File: src/rtl/serial_adder_ctrl_if.sv
// Host-side handshake and operand/result bundle for the bit-serial adder controller.
// The host drives the master modport; the controller sits on the slave modport.
interface serial_adder_ctrl_if #(
  parameter int unsigned WIDTH = 8
);
  logic             start;
  logic [WIDTH-1:0] a_in;
  logic [WIDTH-1:0] b_in;
  logic             cin;
  logic             busy;
  logic             done;
  logic [WIDTH-1:0] sum_out;
  logic             cout;

  modport master (
    output start,
    output a_in,
    output b_in,
    output cin,
    input  busy,
    input  done,
    input  sum_out,
    input  cout
  );

  modport slave (
    input  start,
    input  a_in,
    input  b_in,
    input  cin,
    output busy,
    output done,
    output sum_out,
    output cout
  );
endinterface

File: src/rtl/serial_adder_ctrl.sv
// Bit-serial adder controller: one shared full-adder slice (two half adders plus a carry OR)
// walks the operands LSB first, one bit per clock, and reports the result with a done pulse.
module serial_adder_ctrl #(
  parameter int unsigned WIDTH = 8
) (
  input logic                clk,
  input logic                rst,
  serial_adder_ctrl_if.slave bus
);

  localparam int unsigned CntW = (WIDTH > 1) ? $clog2(WIDTH) : 1;
  localparam logic [CntW-1:0] LastCnt = CntW'(WIDTH - 1);

  localparam logic [1:0] IDLE = 2'd0;
  localparam logic [1:0] ADD  = 2'd1;
  localparam logic [1:0] DONE = 2'd2;

  logic [1:0]       state_q, state_d;
  logic [WIDTH-1:0] a_q, a_d;
  logic [WIDTH-1:0] b_q, b_d;
  logic [WIDTH-1:0] res_q, res_d;
  logic [WIDTH-1:0] sum_q, sum_d;
  logic             carry_q, carry_d;
  logic             cout_q, cout_d;
  logic [CntW-1:0]  cnt_q, cnt_d;

  logic             p, g1, s, g2, carry_nxt;
  logic [WIDTH-1:0] res_shift;

  // Shared full-adder slice built from two half-adder stages.
  always_comb begin
    p         = a_q[0] ^ b_q[0];
    g1        = a_q[0] & b_q[0];
    s         = p ^ carry_q;
    g2        = p & carry_q;
    carry_nxt = g1 | g2;
    res_shift = res_q >> 1;
    res_shift[WIDTH-1] = s;
  end

  always_comb begin
    state_d = state_q;
    a_d     = a_q;
    b_d     = b_q;
    res_d   = res_q;
    sum_d   = sum_q;
    carry_d = carry_q;
    cout_d  = cout_q;
    cnt_d   = cnt_q;
    case (state_q)
      IDLE: begin
        if (bus.start) begin
          a_d     = bus.a_in;
          b_d     = bus.b_in;
          carry_d = bus.cin;
          cnt_d   = '0;
          res_d   = '0;
          state_d = ADD;
        end
      end
      ADD: begin
        a_d     = a_q >> 1;
        b_d     = b_q >> 1;
        res_d   = res_shift;
        carry_d = carry_nxt;
        cnt_d   = cnt_q + CntW'(1);
        if (cnt_q == LastCnt) begin
          // Publish on the last bit so sum_out/cout are already valid while done is high.
          sum_d   = res_shift;
          cout_d  = carry_nxt;
          state_d = DONE;
        end
      end
      DONE: begin
        sum_d   = res_q;
        cout_d  = carry_q;
        state_d = IDLE;
      end
      default: state_d = IDLE;
    endcase
  end

  always_ff @(posedge clk) begin
    if (rst) begin
      state_q <= IDLE;
      a_q     <= '0;
      b_q     <= '0;
      res_q   <= '0;
      sum_q   <= '0;
      carry_q <= 1'b0;
      cout_q  <= 1'b0;
      cnt_q   <= '0;
    end else begin
      state_q <= state_d;
      a_q     <= a_d;
      b_q     <= b_d;
      res_q   <= res_d;
      sum_q   <= sum_d;
      carry_q <= carry_d;
      cout_q  <= cout_d;
      cnt_q   <= cnt_d;
    end
  end

  assign bus.busy    = (state_q != IDLE);
  assign bus.done    = (state_q == DONE);
  assign bus.sum_out = sum_q;
  assign bus.cout    = cout_q;

endmodule

File: src/flat_wrapper.sv
// flat-port wrapper written by rule: the top's interface ports become plain ports
module serial_adder_ctrl_flat 
#(
  parameter int unsigned WIDTH = 8
)
  (clk, rst, bus_start, bus_a_in, bus_b_in, bus_cin, bus_busy, bus_done, bus_sum_out, bus_cout);
  serial_adder_ctrl_if #(.WIDTH(WIDTH)) bus_i ();
  input logic clk;
  input logic rst;
  input wire logic [$bits(bus_i.start)-1:0] bus_start;
  input wire logic [$bits(bus_i.a_in)-1:0] bus_a_in;
  input wire logic [$bits(bus_i.b_in)-1:0] bus_b_in;
  input wire logic [$bits(bus_i.cin)-1:0] bus_cin;
  output wire logic [$bits(bus_i.busy)-1:0] bus_busy;
  output wire logic [$bits(bus_i.done)-1:0] bus_done;
  output wire logic [$bits(bus_i.sum_out)-1:0] bus_sum_out;
  output wire logic [$bits(bus_i.cout)-1:0] bus_cout;
  assign bus_i.start = bus_start;
  assign bus_i.a_in = bus_a_in;
  assign bus_i.b_in = bus_b_in;
  assign bus_i.cin = bus_cin;
  assign bus_busy = bus_i.busy;
  assign bus_done = bus_i.done;
  assign bus_sum_out = bus_i.sum_out;
  assign bus_cout = bus_i.cout;
  serial_adder_ctrl #(.WIDTH(WIDTH)) u_core (.clk(clk), .rst(rst), .bus(bus_i));
endmodule
File: config.mk
export PLATFORM = sky130hd
export DESIGN_NAME = serial_adder_ctrl_flat
export DESIGN_NICKNAME = d
export VERILOG_FILES = /design/src/rtl/serial_adder_ctrl_if.sv /design/src/rtl/serial_adder_ctrl.sv /design/src/flat_wrapper.sv
export SDC_FILE = /design/constraint.sdc
export NUM_CORES = 1
export LEC_CHECK = 0
export CAP_MARGIN = 20
export CELL_PAD_IN_SITES_DETAIL_PLACEMENT = 0
export CELL_PAD_IN_SITES_GLOBAL_PLACEMENT = 1
export CORE_ASPECT_RATIO = 0.9
export CORE_MARGIN = 2
export CORE_UTILIZATION = 38
export CTS_CLUSTER_DIAMETER = 40
export DETAILED_ROUTE_END_ITERATION = 10
export PLACE_DENSITY = 0.87
export SYNTH_ARGS = -nofsm -noshare
export SYNTH_HDL_FRONTEND = slang
export SYNTH_SLANG_ARGS = --single-unit
File: constraint.sdc
create_clock -name clk -period 2 [get_ports clk]
set_clock_uncertainty 0.05 [all_clocks]
set_input_delay 0.4 -clock clk [delete_from_list [all_inputs] [get_ports clk]]
set_output_delay 0.4 -clock clk [all_outputs]
set_load 0.05 [all_outputs]
==> results by stage, run 1 <==
Outcome:
- The flow ran to the end, and the final reports show no timing, DRC or antenna violations.

Synth:
- For this run, the number of Yosys warnings is 0.
- The dominant combinational cell family by area after synthesis is compound AO/OA/AOI/OAI gates.
- Of the total synthesized cell area, the portion taken by full adders, half adders and majority gates is 2.70%.
- The number of nets handed over by synthesis was slightly above 200.
- The distinct cell type count after synthesis is 27.
- The sequential cell area fraction in the yosys report is roughly 47%.
- The simple-gate portion of the synthesized area is between 10% and 20%.
- After synthesis, the cell types taking the most area are dfxtp_1 (47%), a22o_1 (13%), nand2_1 (8.8%).
- After synthesis, the largest area contributor takes up a little under half of total cell area.
- The number of synthesized flops with an enable pin is 0.
- The fraction of registers with async set/reset is 0%.
- The synthesized design spends more area on one cell type than any other, namely dfxtp_1.
- The parity-gate share of the synthesized area counting xor and xnor cells is 0%.
- After synthesis, the share of cell area in mux cells is 0%.
- Dividing the synthesized area by the synthesized cell count gives just over 9 sq um.
- Summing every instance area after synthesis gives roughly 0.0017 sq mm.
- Summing the areas of all compound-gate instances in the mapped netlist gives around 29% of the synthesized area.
- The post-synthesis instance total is ~180.
- Ranked by instance count, the synthesized netlist is headed by dfxtp_1 (39), nand2_1 (39), a22o_1 (25), o21ai_0 (18), a21oi_1 (12).
- Counting flops and latches in the post-synthesis netlist gives 39.
- The most instantiated flip-flop cell in the synthesis netlist is dfxtp_1.

STA:
- The hold violation total from the final report is 0.
- Headroom to the max-slew limit came out at between 30% and 40%.
- Dividing the final minimum period by the clock period gives between 90 and 100%.
- For the pin with the worst max-slew slack, the measured transition is 0.968 ns.
- Setup repair after global routing left no endpoint under its margin.
- Hold is met by 0.408 ns.
- The number of slew-limit violations in the final report is 0.
- The clock period could shrink to approximately 1.9 ns.
- Setup violations remaining at the end of the flow were counted as 0.
- Derived from the worst setup path, the maximum achievable clock frequency is ~520 MHz.
- The total negative slack is 0 ns.

GRT:
- The met1 routing resource usage after global routing is around 22%.
- The all-layer global routing usage is about 16%.
- The most crowded layer after global routing is met1.
- Entering global routing, the biggest net connects 22 pins.
- The first-pass GRT wire length is between 5000 and 6000 microns.
- The number of global-route vias before repair was between 1k and 1.5k.
- The met2 track demand over resource is between 20% and 30%.
- The number of antenna violations at the first check in global routing came to 0.
- The met3 track demand over resource in global routing is 5.90%.
- The total congestion overflow is 0.

Finish:
- For this run, the share of the core covered by cells in the final layout is 51.3%.
- Summing all non-filler instances in the final layout gives an area of about 0.0021 sq mm.
- The share of final-layout standard cells stronger than drive strength 1 is approximately 12%.
- The total number of nets in the final design is ~240.
- The antenna diode count is 0.
- Compared with the post-synthesis result, the final layout area differs by 28.0%.
- The fill cell total of the finished layout is 400.

Route:
- The detailed-route DRC error count is 0.
- The routed design has approximately 3400 microns of wire.
- The routed wire length per instance is roughly 12 microns.
- The total via count after detailed routing is approximately 1.4k.
- After detailed routing, the number of vias per cell comes to between 5 and 6.
- The first detailed-routing pass took 4 iterations.
- In this run, the number of DRC markers left after iteration 0 of detailed routing was 111.
- In this run the remaining antenna-violating nets after routing total 0.

Job:
- The number of maximum-capacitance violations is 0.

Worst hold path:
- The path category of the worst min-delay check is flip-flop to flip-flop.
- The worst hold path begins at u_core.bus.sum_out[7].
- The number of instances on the worst hold path is 2.
- The sink of the worst hold path is u_core.bus.sum_out[7].

Critical path:
- The endpoint type of the worst setup path is an output pin.
- The combined buffer and inverter count along the critical path is 1.
- Broken down by cell family, the worst path's largest delay share belongs to buffers and inverters.
- The critical path goes through clkdlybuf4s50_1.
- The largest fanout on the critical path is 2.
- The register-to-register setup slack is approximately 0.36 ns.
- The highest-delay cell along the critical path is clkdlybuf4s50_1.
- The worst register-to-register path begins at u_core.cnt_q[1].
- The worst register-to-register path ends at u_core.bus.sum_out[1].
- The cell count of the worst reg-to-reg path is 5.
- The arrival time reported for the critical path endpoint is around 1.5 ns.
- The worst setup path is launched from a flip-flop.
- The largest single stage delay on the critical path is 0.81 ns.
- The setup path with the least slack is of type flip-flop to output pin.
- The data required time at the worst endpoint is approximately 1.6 ns.

Floorplan:
- The area of the die is 0.00493 sq mm.
- The floorplan core area is 0.00416 sq mm.
- The chip width is around 74 microns.
- The placement row count is 22.
- The die is roughly 67 microns tall.
- The I/O pin count is 31.
- The starting density of the core is about two fifths.

Power:
- The worst-case vdd ir drop is approximately 0.30 mV.
- For this design the ratio of total power to cell area is roughly 750 mW/mm^2.
- For this design the static power due to leakage is just over 0.0008 uW.

CTS:
- The clock network latency to the later pin of the worst-skew pair is 0.29 ns.
- The clock sink count is 39.
- The H-tree generated during clock tree synthesis spans 2 levels.
- The total of hold buffers inserted after clock tree synthesis is 0.
- In this run the post-CTS setup repair buffer count came out at 0.
- After clock tree synthesis, the clock-pin slew on the worst setup and hold paths is ~0.070 ns.
- The number of buffers inserted during clock tree synthesis is 5.
- The number of gates resized after CTS is 0.
- The tree is rooted in a clkbuf_8.
- In this run the deepest clock path goes through 2 buffers.
- The CTS tree is built.

Place:
- Summed over all nets, the half-perimeter wirelength after detailed placement is ~2300 microns.
- The routability congestion estimate from global placement is a little over 0.7.
- Summing all placed instances gives a cell area of 0.00203 sq mm.
- The count of buffers inserted at the top-level ports is 30.
through the flow:
step	setup WS [ns]	cells	power (uW)
detailed placement	-0.0547	267	993
finish	0.0942	274	1590
global route	0.0508	274	1670
CTS	0.0932	274	1610
global placement	-0.0174	267	991
floorplan	0.589	183	925
placed cells by master, fill, tap and decap left out:
| cell type | Yosys | routed |
|---|---|---|
| dfxtp_1 | 39 | 39 |
| ha_1 | 2 | 2 |
| o21ai_0 | 18 | 18 |
| clkbuf_8 | 0 | 5 |
| nand3b_1 | 1 | 1 |
| nand4bb_1 | 2 | 2 |
| nor2_2 | 1 | 1 |
| inv_2 | 1 | 1 |
| and2_1 | 1 | 1 |
| nor2_1 | 10 | 10 |
| a2111oi_0 | 1 | 1 |
| bufinv_16 | 0 | 1 |
| buf_4 | 4 | 10 |
| a22o_1 | 25 | 25 |
| nand2b_1 | 1 | 1 |
| or2_2 | 1 | 1 |
| clkbuf_1 | 3 | 1 |
| o21ba_1 | 1 | 1 |
| nor3b_1 | 1 | 1 |
| a211oi_2 | 6 | 6 |
| nand2_1 | 39 | 39 |
| a21oi_1 | 12 | 12 |
| a211oi_1 | 3 | 3 |
| and3b_1 | 1 | 1 |
| buf_12 | 0 | 1 |
| clkdlybuf4s50_1 | 0 | 28 |
| fa_1 | 1 | 1 |
| or3b_1 | 1 | 1 |
state kept, by name, summed over array words and instances, names as in the netlist:
signal,count
u_core.a_q,8
u_core.b_q,8
u_core.bus.cout,1
u_core.bus.sum_out,8
u_core.carry_q,1
u_core.cnt_q,3
u_core.res_q,8
u_core.state_q,2
cell families after synthesis:
family | count (synthesis)
and+or+nand+nor | 59
AOI/OAI and AO/OA | 66
buffers and inverters | 16
DFF | 39
adders and majority gates | 3
layout make-up:
class,instances,area (sq um),share of cell area [%]
Clock inverter,1,30.0,1.41
Timing Repair Buffer,39,375,17.6
Inverter,1,3.75,0.176
Tap cell,60,75.1,3.52
Sequential cell,39,781,36.6
Clock buffer,6,72.6,3.40
Multi-Input combinational cell,128,795,37.3
metal layers:
layer,routed length (microns),vias to the layer above
met3,166,5
met2,1460,37
met1,1740,636
met5,0,-
li1,-,711
met4,48,0
tightest hold or removal path, delay by kind of cell (launching register included):
family          cells  cell delay, ns
compound gates      1            0.05
simple gates        1            0.05
flops               1            0.31
power breakdown:
group | total (uW) | leakage [uW] | internal (uW) | switching, uW
Clock | 620 | 0.0000513 | 365 | 254
Combinational | 155 | 0.000462 | 83.6 | 71.6
Sequential | 819 | 0.000317 | 802 | 16.7
Total | 1590 | 0.000831 | 1250 | 343
how the worst max path moves through the flow:
stage,start,end,slack (ns),cells past startpoint
6_report,u_core.bus.sum_out[1],bus_sum_out[1],0.09,1
5_1_grt,u_core.bus.sum_out[1],bus_sum_out[1],0.05,1
2_1_floorplan,u_core.cnt_q[0],u_core.bus.sum_out[0],0.59,6
4_1_cts,u_core.bus.sum_out[1],bus_sum_out[1],0.09,1
3_3_place_gp,rst,u_core.a_q[0],-0.02,3
3_5_place_dp,rst,u_core.b_q[6],-0.05,3
Power figures use the tool's default switching activity.
==> run 2, diff against run 1 <==
--- a/config.mk
+++ b/config.mk
@@ -13,6 +13,7 @@
 export CORE_UTILIZATION = 38
 export CTS_CLUSTER_DIAMETER = 40
 export DETAILED_ROUTE_END_ITERATION = 10
+export MAX_ROUTING_LAYER = met4
 export PLACE_DENSITY = 0.87
 export SYNTH_ARGS = -nofsm -noshare
 export SYNTH_HDL_FRONTEND = slang
==> results by stage, run 2 (synthesis results as in run 1) <==
CTS:
- The total of hold buffers inserted after clock tree synthesis is 0 (unchanged).
- The clock-pin slew on the worst setup and hold paths is 0.07 ns (about the same).
- The clock network latency to the later pin of the worst-skew pair came to 0.29 ns (about the same).
- The number of buffers inserted during clock tree synthesis was 5 (unchanged).
- The total number of H-tree levels is 2 (unchanged).
- The tree is rooted in a clkbuf_8.
- The largest buffer count on any clock path was 2 (unchanged).
- The number of gates resized after CTS was 0 (unchanged).
- The clock sink count is 39 (unchanged).
- The buffer count from post-CTS setup fixing was 0 (unchanged).
- TritonCTS built the clock tree.

Floorplan:
- The chip width is 73.8 microns (unchanged).
- The area of the die is 0.00493 sq mm (unchanged).
- The I/O pin count is 31 (unchanged).
- The height of the chip is 66.8 microns (unchanged).
- The floorplan core area is 0.00416 sq mm (unchanged).
- The placement row count is 22 (unchanged).
- The starting density of the core came to 40.1% (unchanged).

Finish:
- The post-layout instance count excluding filler cells is 274 (unchanged).
- The antenna diode count came to 0 (unchanged).
- The area of combinational cells with multiple inputs came to 795 sq um (unchanged).
- The relative area change from synthesis to final layout is 28.0% (unchanged).
- The share of final-layout standard cells stronger than drive strength 1 was 12.1% (unchanged).
- In the layout the commonest cells are nand2_1 (39), dfxtp_1 (39), clkdlybuf4s50_1 (28).
- The total number of nets in the final design is 237 (unchanged).
- The final cell area excluding filler cells is 0.00213 sq mm (unchanged).
- The fill cell total of the finished layout is 400 (unchanged).
- The register cell area after layout was 781 sq um (unchanged).

GRT:
- The first-pass GRT wire length is 5850 microns (-0.12%).
- The number of global-route vias before repair is 1,211 (-0.083%).
- The number of antenna violations at the first check in global routing came to 0 (unchanged).
- The maximum number of pins on one net before global-route repair is 22 (unchanged).
- The all-layer global routing usage is 16.4% (+0.42 points).
- The total congestion overflow is 0 (unchanged).

Route:
- The DRC marker count from the first detailed-route iteration is 136 (+23%).
- The final wirelength is 3420 microns (about the same).
- The detailed-route DRC error count was 0 (unchanged).
- The number of detailed-routing iterations run before antenna repair is 4 (unchanged).
- The total via count after detailed routing is 1,382 (-0.50%).
- The vias per cell is 5.04 (-0.50%).
- The routed wire length per instance is 12.5 microns (about the same).
- The number of routed nets with antenna violations is 0 (unchanged).

STA:
- Setup repair after global routing left no endpoint under its margin.
- The final hold slack was 0.409 ns (+0.000516 ns).
- The upper clock frequency limit is 525 MHz (about the same).
- The total negative slack is 0 ns (unchanged).
- The clock period minus worst slack is 1.91 ns (+0.000205 ns).
- The count of endpoints failing setup in the final report is 0 (unchanged).
- The period utilization is 95.3% (about the same).
- The relative slew slack was 35.6% (+0.32 points).
- The transition time at the pin with the least slew margin is 0.963 ns (-0.00471 ns).
- The number of slew-limit violations in the final report is 0 (unchanged).
- The hold violation total from the final report is 0 (unchanged).

Critical path:
- The delay of the slowest cell on the worst path came to 0.81 ns (about the same).
- The largest fanout on the critical path is 2 (unchanged).
- The data required time at the worst endpoint is 1.55 ns (about the same).
- The worst reg2reg path startpoint is u_core.cnt_q[1].
- The number of cells on the critical path is 1 (unchanged).
- The highest-delay cell along the critical path is clkdlybuf4s50_1.
- The signal on the critical path passes through clkdlybuf4s50_1.
- The register-to-register setup slack is 0.36 ns (about the same).
- The combined buffer and inverter count along the critical path is 1 (unchanged).
- The cell count of the worst reg-to-reg path came to 5 (unchanged).
- The type of the worst setup path is flip-flop to output pin.
- The critical path's top delay family is buffers and inverters.
- The endpoint type of the worst setup path is an output pin.
- The sort of element at the start of the critical path is a flip-flop.
- In this run the worst setup path begins at u_core.bus.sum_out[1].
- The worst register-to-register path ends at u_core.bus.sum_out[1].
- The arrival time reported for the critical path endpoint is 1.46 ns (about the same).

Place:
- The count of buffers inserted at the top-level ports came to 30 (unchanged).
- The post-detailed-placement cell area is 0.00203 sq mm (unchanged).
- The routability congestion estimate from global placement was 0.727 (+1.2%).
- The detailed placer's ending HPWL is 2270 microns (unchanged).
- The placed instance count is 267 (unchanged).

Worst hold path:
- The tightest min-delay check is of the flip-flop to flip-flop type.
- The number of instances on the worst hold path is 2 (unchanged).
- The worst hold path terminates at u_core.bus.sum_out[7].
- The source of the worst hold timing path is u_core.bus.sum_out[7].

Power:
- The power density over the cells is 749 mW/mm^2 (+0.19%).
- The leakage dissipation is 0.000831 uW (unchanged).
- The worst-case vdd ir drop came to 0.303 mV (about the same).

Job:
- The number of maximum-capacitance violations came to 0 (unchanged).

Outcome:
- The run finished with clean final reports.
## run 2: report_power, final
part           leakage, uW  switching [uW]  internal (uW)
combinational     0.000462            71.5           83.6
clock            0.0000513             257            366
sequential        0.000317            16.7            802
total             0.000831             346           1250
## run 2: final cells by class
cell class	instances	area share, %
timing repair buffer	39	17.6
clock inverter	1	1.41
tap	60	3.52
multi-input combinational	128	37.3
inverter	1	0.176
clock buffer	6	3.40
sequential	39	36.6
## run 2: routing by layer
metal / up-vias / track usage [%] / part of all wire [%]
met2: 35 / 22.1 / 43
met5: - / - / 0
met3: 5 / 5.90 / 4.7
met1: 631 / 22.3 / 51
li1: 711 / - / -
met4: 0 / 6.14 / 1.4
## run 2: how the worst max path moves through the flow
stage | slack (ns) | endpoint
after floorplan | 0.59 | u_core.bus.sum_out[0]
after global placement | -0.02 | u_core.a_q[0]
after detailed placement | -0.05 | u_core.b_q[6]
after CTS | 0.09 | bus_sum_out[1]
after global routing | 0.05 | bus_sum_out[1]
final | 0.09 | bus_sum_out[1]
## run 2: metrics by stage
step / setup slack (ns) / total power [uW] / util (%)
2_1_floorplan: 0.589 / 925 / -
3_3_place_gp: -0.0174 / 991 / 48.8
3_5_place_dp: -0.0547 / 993 / 48.8
4_1_cts: 0.0932 / 1610 / 51.3
5_1_grt: 0.0508 / 1670 / 51.3
6_report: 0.0940 / 1600 / 51.3
## run 2: worst register-to-register path: stages, from the launching register on
cell and delay (ns):
dfxtp_1 0.35, ha_1 0.16, ha_1 0.21, and3b_1 0.40
a21oi_1 0.14, a211oi_2 0.24
